**config.mk**
```make
export PLATFORM = sky130hd
export DESIGN_NAME = instr_fetch
export DESIGN_NICKNAME = d
export VERILOG_FILES = /design/src/rtl/instr_fetch.sv
export SDC_FILE = /design/constraint.sdc
export NUM_CORES = 1
export LEC_CHECK = 0
export ABC_AREA = 1
export ABC_CLOCK_PERIOD_IN_PS = 3400
export CELL_PAD_IN_SITES_DETAIL_PLACEMENT = 1
export CELL_PAD_IN_SITES_GLOBAL_PLACEMENT = 2
export CORE_UTILIZATION = 22
export DETAILED_ROUTE_END_ITERATION = 10
export PLACE_DENSITY_LB_ADDON = 0.1
export SYNTH_ARGS = -nofsm -noshare
export SYNTH_HDL_FRONTEND = slang
export SYNTH_SLANG_ARGS = --single-unit
```
**constraint.sdc**
```tcl
create_clock -name clk -period 3.4 [get_ports clk]
set_input_delay 1.02 -clock clk [delete_from_list [all_inputs] [get_ports clk]]
set_output_delay 1.02 -clock clk [all_outputs]
set_load 0.05 [all_outputs]
```
**src/rtl/instr_fetch.sv**
```systemverilog
// instr_fetch: fetches an instruction word over a req/ready handshake, issues it for one cycle and sequences the next PC.
module instr_fetch #(
  parameter logic [31:0] RESET_PC = 32'h0000_0000
) (
  input  logic        clk,
  input  logic        rst,
  output logic        imem_req,
  output logic [31:0] imem_addr,
  input  logic        imem_ready,
  input  logic [31:0] imem_rdata,
  output logic [31:0] instr,
  output logic [5:0]  op,
  output logic [5:0]  func,
  output logic        instr_valid,
  output logic [31:0] pc,
  output logic [31:0] pc_plus4,
  input  logic [1:0]  Branch,
  input  logic [31:0] ext_imm,
  input  logic [31:0] rs_data,
  output logic [31:0] retired,
  output logic        fault
);
  typedef enum logic [1:0] {IDLE, FETCH, ISSUE, FAULT} state_t;
  state_t state, nxt;
  logic [31:0] next_pc;
  logic bad_jr;
  assign op = instr[31:26];
  assign func = instr[5:0];
  assign pc_plus4 = pc + 32'd4;
  assign imem_addr = pc;
  // fault is sticky because FAULT is absorbing until reset
  always_comb begin
    bad_jr = Branch == 2'b11 && rs_data[1:0] != 2'b00;
    next_pc = Branch == 2'b00 ? pc_plus4 :
              Branch == 2'b01 ? pc_plus4 + (ext_imm << 2) :
              Branch == 2'b10 ? {pc_plus4[31:28], instr[25:0], 2'b00} : rs_data;
    nxt = state == IDLE  ? FETCH :
          state == FETCH ? (imem_ready ? ISSUE : FETCH) :
          state == ISSUE ? (bad_jr ? FAULT : FETCH) : FAULT;
    imem_req = state == FETCH;
    instr_valid = state == ISSUE;
    fault = state == FAULT;
  end
  always_ff @(posedge clk or posedge rst) begin
    if (rst) begin
      state <= IDLE;
      pc <= RESET_PC;
      instr <= '0;
      retired <= '0;
    end else begin
      state <= nxt;
      if (state == FETCH && imem_ready) instr <= imem_rdata;
      if (state == ISSUE) begin
        retired <= retired + 32'd1;
        if (!bad_jr) pc <= next_pc;
      end
    end
  end
endmodule

```
-- Word level (Yosys, flattened, before mapping)
Cells that the tools add are included.
- register bits: 98
- bits of input ports: 101
- output and inout port bits: 175
- logic and storage cells: 28
- add/subtract/negate cells: 3
- eq/ne operators: 6
- mux-type cells: 8
- bitwise gates (word level): 1
- reduce and logical (&&, ||, !) cells: 6
- operators with widths (cell ; count):
    $mux W32 ; 3
    $add A32 B1 Y32 const B ; 1
    $add A32 B3 Y32 const B ; 1
    $add A32 B32 Y32 ; 1
    $mux W2 ; 5
    $eq A2 B2 Y1 const B ; 4
    $eq A2 B1 Y1 const B ; 2
    $logic_not A2 Y1 ; 2
    $logic_and A1 B1 Y1 ; 2
    $reduce_and A2 Y1 ; 1
    $reduce_bool A2 Y1 ; 1
    $not A1 Y1 ; 1

-- Logic depth before layout (Yosys ltp)
- depth after elaboration: 6
- gate-level depth with buffers: 25
- gate-level depth less buffers: 25

-- Worst setup path after synthesis
No wires, ideal clock.
- path kind: reg2reg
- start point: reg pc[2], in the netlist imem_addr[2]
- end point: reg pc[28], in the netlist imem_addr[28]
- arrival: 3856 ps
- setup slack: -574 ps
- stages on the path, launching flop included: 18
- cell sequence: dfrtp_1 -> inv_1 -> nor2_2 -> nand2_1 -> nor2_4 -> nand3_2 -> xnor2_1 -> ha_1 -> a21oi_1 -> o21ai_0 -> nand2_1 -> nand2_1 -> a21oi_1 -> nand3_1 -> nand3_1 -> nand2_1 -> nand2_1 -> nand2_1
- word-level cells in the longest chain between the ends: 4
- elaborated cells between the ends (all ways): 5
- those cells by class: add/sub (2); mux (3)
- RTL lines (item ; line ; text):
    start: declaration ; 15 ; output logic [31:0] pc,
    start signal: assignment ; 55 ; if (!bad_jr) pc <= next_pc;
    $add A32 B3 Y32 ; 29 ; assign pc_plus4 = pc + 32'd4;
    via pc_plus4[2] ; 16 ; output logic [31:0] pc_plus4,
    $add A32 B32 Y32 ; 35 ; Branch == 2'b01 ? pc_plus4 + (ext_imm << 2) :
    $mux W32 ; 35 ;
    $mux W32 ; 34 ; next_pc = Branch == 2'b00 ? pc_plus4 :
The timed path passes the listed nets, and every way through them passes these cells.
A chain may end at the register's enable or synchronous reset.

-- Worst setup path in the final report
- start point: reg pc[3], in the netlist imem_addr[3]
- end point: out pc_plus4[30]
- word-level cells in the longest chain between the ends: 1
- RTL lines (item ; line):
    $add A32 B3 Y32 ; 29
    end: declaration ; 16
Every way passes these cells.

==> metrics.md <==
| Metric | Value |
|---|---|
| CP most frequent cell | nand2_4 |
| Max Fclk | 299 MHz |
| Ranking of synthesized cells by area | dfrtp_1, nand2_1, inv_1, ha_1, nor2_1 |
| Clock sink count | 98 |
| Commonest cells after routing, fill and taps aside | nand2_1, clkdlybuf4s50_1, inv_1 |
| Yosys top cell area share | 30.0% |
| Worst Path Required | 2.38 ns |
| Die height | 195 um |
| Family with the most delay on the worst path | simple AND/OR/NAND/NOR gates |
| Cell taking the most area after synthesis | dfrtp_1 |
| Final Wtd Congestion | 0.814 |
| Synth Instances | 1,190 |
| #FFs+latches synth | 98 |
| Peak VDD IR | 560 uV |
| Startpoint type of the worst setup path | flop |
| Cell area after synthesis | between 8000 and 9000 um2 |
| Antenna violations before repair | 4 |
| First DRT Iteration DRCs | 276 |
| Area grow syn2layout | 57.9% |
| Clock Tree Root | clkbuf_16 |
| Critical path type | reg2out |
| Clock buffer depth | 2 |
| Post-DRT Antenna Nets | 0 |
| CP max stage delay | ~0.4 ns |
| Crit. End Element | output port |
| Period utilization | 98.5% |
| Normalized max-slew margin | 59.7% |
| Max cap viols | 0 |
| Crit path DAT | about 2.3 ns |
| IO Count | around 280 |
| Number of buffers and inverters on the critical path | 4 |
| Via count | between 8,000 and 9,000 |
| CTS Buf Count | 9 |
| Pins Over Slew Limit | 0 |
| Fin Setup TNS | 0 ns |
| Drt drc | 0 |
| Grt total ovfl | 0 |
| Critical-path maximum fanout | 3 |
| Commonest non-fill, non-tap cell in the layout | nand2_1 |
| H-tree depth | 3 |
| Avg Synthesized Cell Area | 6.87 um2 |
| Number of cell rows | 70 |
| Crit path time final | 3.35 ns |
| Vias per Instance | 4.37 |
| Status | complete, no violations |
| CTS tree | built |
| Warnings, synthesis | 0 |
| Vias in the first global route | 9,135 |
| IO Port Bufs | 273 |
| Leakage dissipation | about 6.2 nW |
| Syn_nets | 1,329 |
| Largest net degree at the start of global routing | 50 |
| Final setup viols | 0 |
| WL/cell | 18.4 um |
| Initial Util | 22.3% |
| Fin nets | 1,669 |
| Post-Route WL | 36,800 um |
| Worst path slowest cell | dfrtp_2 |
| Global-route wire length before repair | 55,500 um |
| Die area | 37,900 um2 |
| Seq/Total Area, Yosys | 30.0% |
| Die Wd | 195 um |
| Pwr Density | 1010 nW/um2 |
| Post-synthesis cell type count | 41 |
| Total track usage | 19.4% |
| Pre-Repair DR Iteration Count | 4 |
| Final-report hold violation count | 0 |
| DPL Wire Length | between 30,000 and 40,000 um |
| Ratio of cells with drive above 1 in the final layout | 19.8% |
| Worst Skew | 0.0100 ns |
| Worst-path clk slew | 0.08 ns |
| Placed cells | between 1,500 and 2,000 |
| Core Area | 36,600 um2 |
| Worst slew pin tran | 0.603 ns |
| Final std cells w/o fill | 2,004 |
| Worst Hold Class | reg2reg |
| Worst-path cell chain | ha_4, nand2_4, nor3_4, buf_6, nand2_4, nor3_4, buf_4, nand3b_1, nand2_4, buf_6, buf_12 |
| Worst skew pair latency | between 0.3 and 0.4 ns |
## power breakdown
part	switching, W	leakage [nW]	internal, W
sequential	0.000491	1.23	0.00157
combinational	0.00622	4.81	0.00361
clock	0.000519	0.147	0.000578
total	0.00723	6.18	0.00576
## worst reg2reg max path, cell delays in order (launching register included)
cell     delay (ns)
dfrtp_2        0.41
buf_6          0.13
nand2_1        0.09
nor2_4         0.16
nand2_4        0.09
nor2_4         0.17
buf_4          0.17
buf_4          0.12
xnor2_2        0.14
inv_1          0.11
ha_2           0.39
nand2_1        0.11
nor2_1         0.25
nand2_1        0.09
inv_1          0.10
nand3_1        0.13
nand2_1        0.10
nand2_1        0.05
nand3_1        0.09
nand2_1        0.06
nand2_1        0.07
nand2_1        0.05
## path summary, 6_finish.rpt
| path | start | to | slack, ns | cells after the start |
|---|---|---|---|---|
| hold reg to reg | retired[28] | retired[28] | 0.50 | 1 |
| min in group asynchronous | rst | instr[26] | 1.03 | 2 |
| setup reg to reg | imem_addr[3] | imem_addr[28] | 0.21 | 21 |
| hold / removal | retired[28] | retired[28] | 0.50 | 1 |
| setup / recovery | imem_addr[3] | pc_plus4[30] | 0.05 | 11 |
| max in group asynchronous | rst | instr[25] | 1.76 | 3 |
## cell families after synthesis
group / share of synthesized area, %
xor+xnor: 5.68
mux: 4.13
fa+ha+maj: 5.91
simple gates: 33.0
compound gates: 8.97
buf+inv: 12.3
flops: 30.0
## registers in the layout, indices dropped and copies added, names as in the netlist
signal     cells
imem_addr     32
instr         32
retired       32
state          2
## routing by layer
metal	vias to the layer above	track usage, %	wire, um
met5	-	0	32
met4	6	3.62	322
met2	165	32.4	17300
met3	24	3.61	1740
li1	4421	-	-
met1	4139	26.2	17400
## what timing repair did
action                     CTS  global route
resized for setup           13            71
hold buffers                 0             0
cloned                       0             0
pin swaps                    3            19
setup buffers                3             6
setup endpoints to repair   14            30
## cells in the mapped netlist
master    instances
nor3_2            5
o31ai_1           2
clkbuf_1         15
buf_2             7
nand2_2           4
nand2_4           1
nor2_4            8
nor2_1          107
nor2_2            7
xnor2_1          13
or2_2             3
clkinv_1          1
fa_1              1
buf_4            46
o21bai_1          6
o21ai_0          41
nand4_2           1
a22oi_1           1
nand4_1          13
inv_1           145
mux2_2           30
a31oi_1           1
nor3_1           17
o22ai_1           7
nand2_1         367
nand3b_1          8
nand3_4           1
xor2_1           40
o21ai_1           4
nor4_1            2
nand3_1          65
dfrtp_1          98
a21oi_1          66
nand3_2           4
a21o_1            2
nor3_4            1
ha_1             37
inv_2             5
nor4_4            1
and2_1            1
o211ai_1          6
## metrics by stage
step	total power (W)	utilization (%)	setup slack [ns]	instance area (um2)	hold slack (ns)
after floorplan	0.00788	-	0.0211	8250	0.540
after global placement	0.0117	33.3	-0.0400	12200	0.489
after detailed placement	0.0117	33.3	-0.0572	12200	0.492
after CTS	0.0129	34.3	-0.00344	12600	0.503
after global routing	0.0138	35.2	-0.0527	12900	0.536
final	0.0130	35.2	0.0512	12900	0.495
## layout make-up
| type | instances | area, um2 |
|---|---|---|
| Tap cell | 468 | 586 |
| Clock inverter | 7 | 73.8 |
| Timing Repair Buffer | 397 | 3900 |
| Sequential cell | 98 | 2460 |
| Clock buffer | 9 | 225 |
| Inverter | 151 | 577 |
| Antenna cell | 1 | 2.50 |
| Multi-Input combinational cell | 873 | 5080 |
| Fill cell | 4493 | 23700 |
Power figures use the tool's default switching activity.
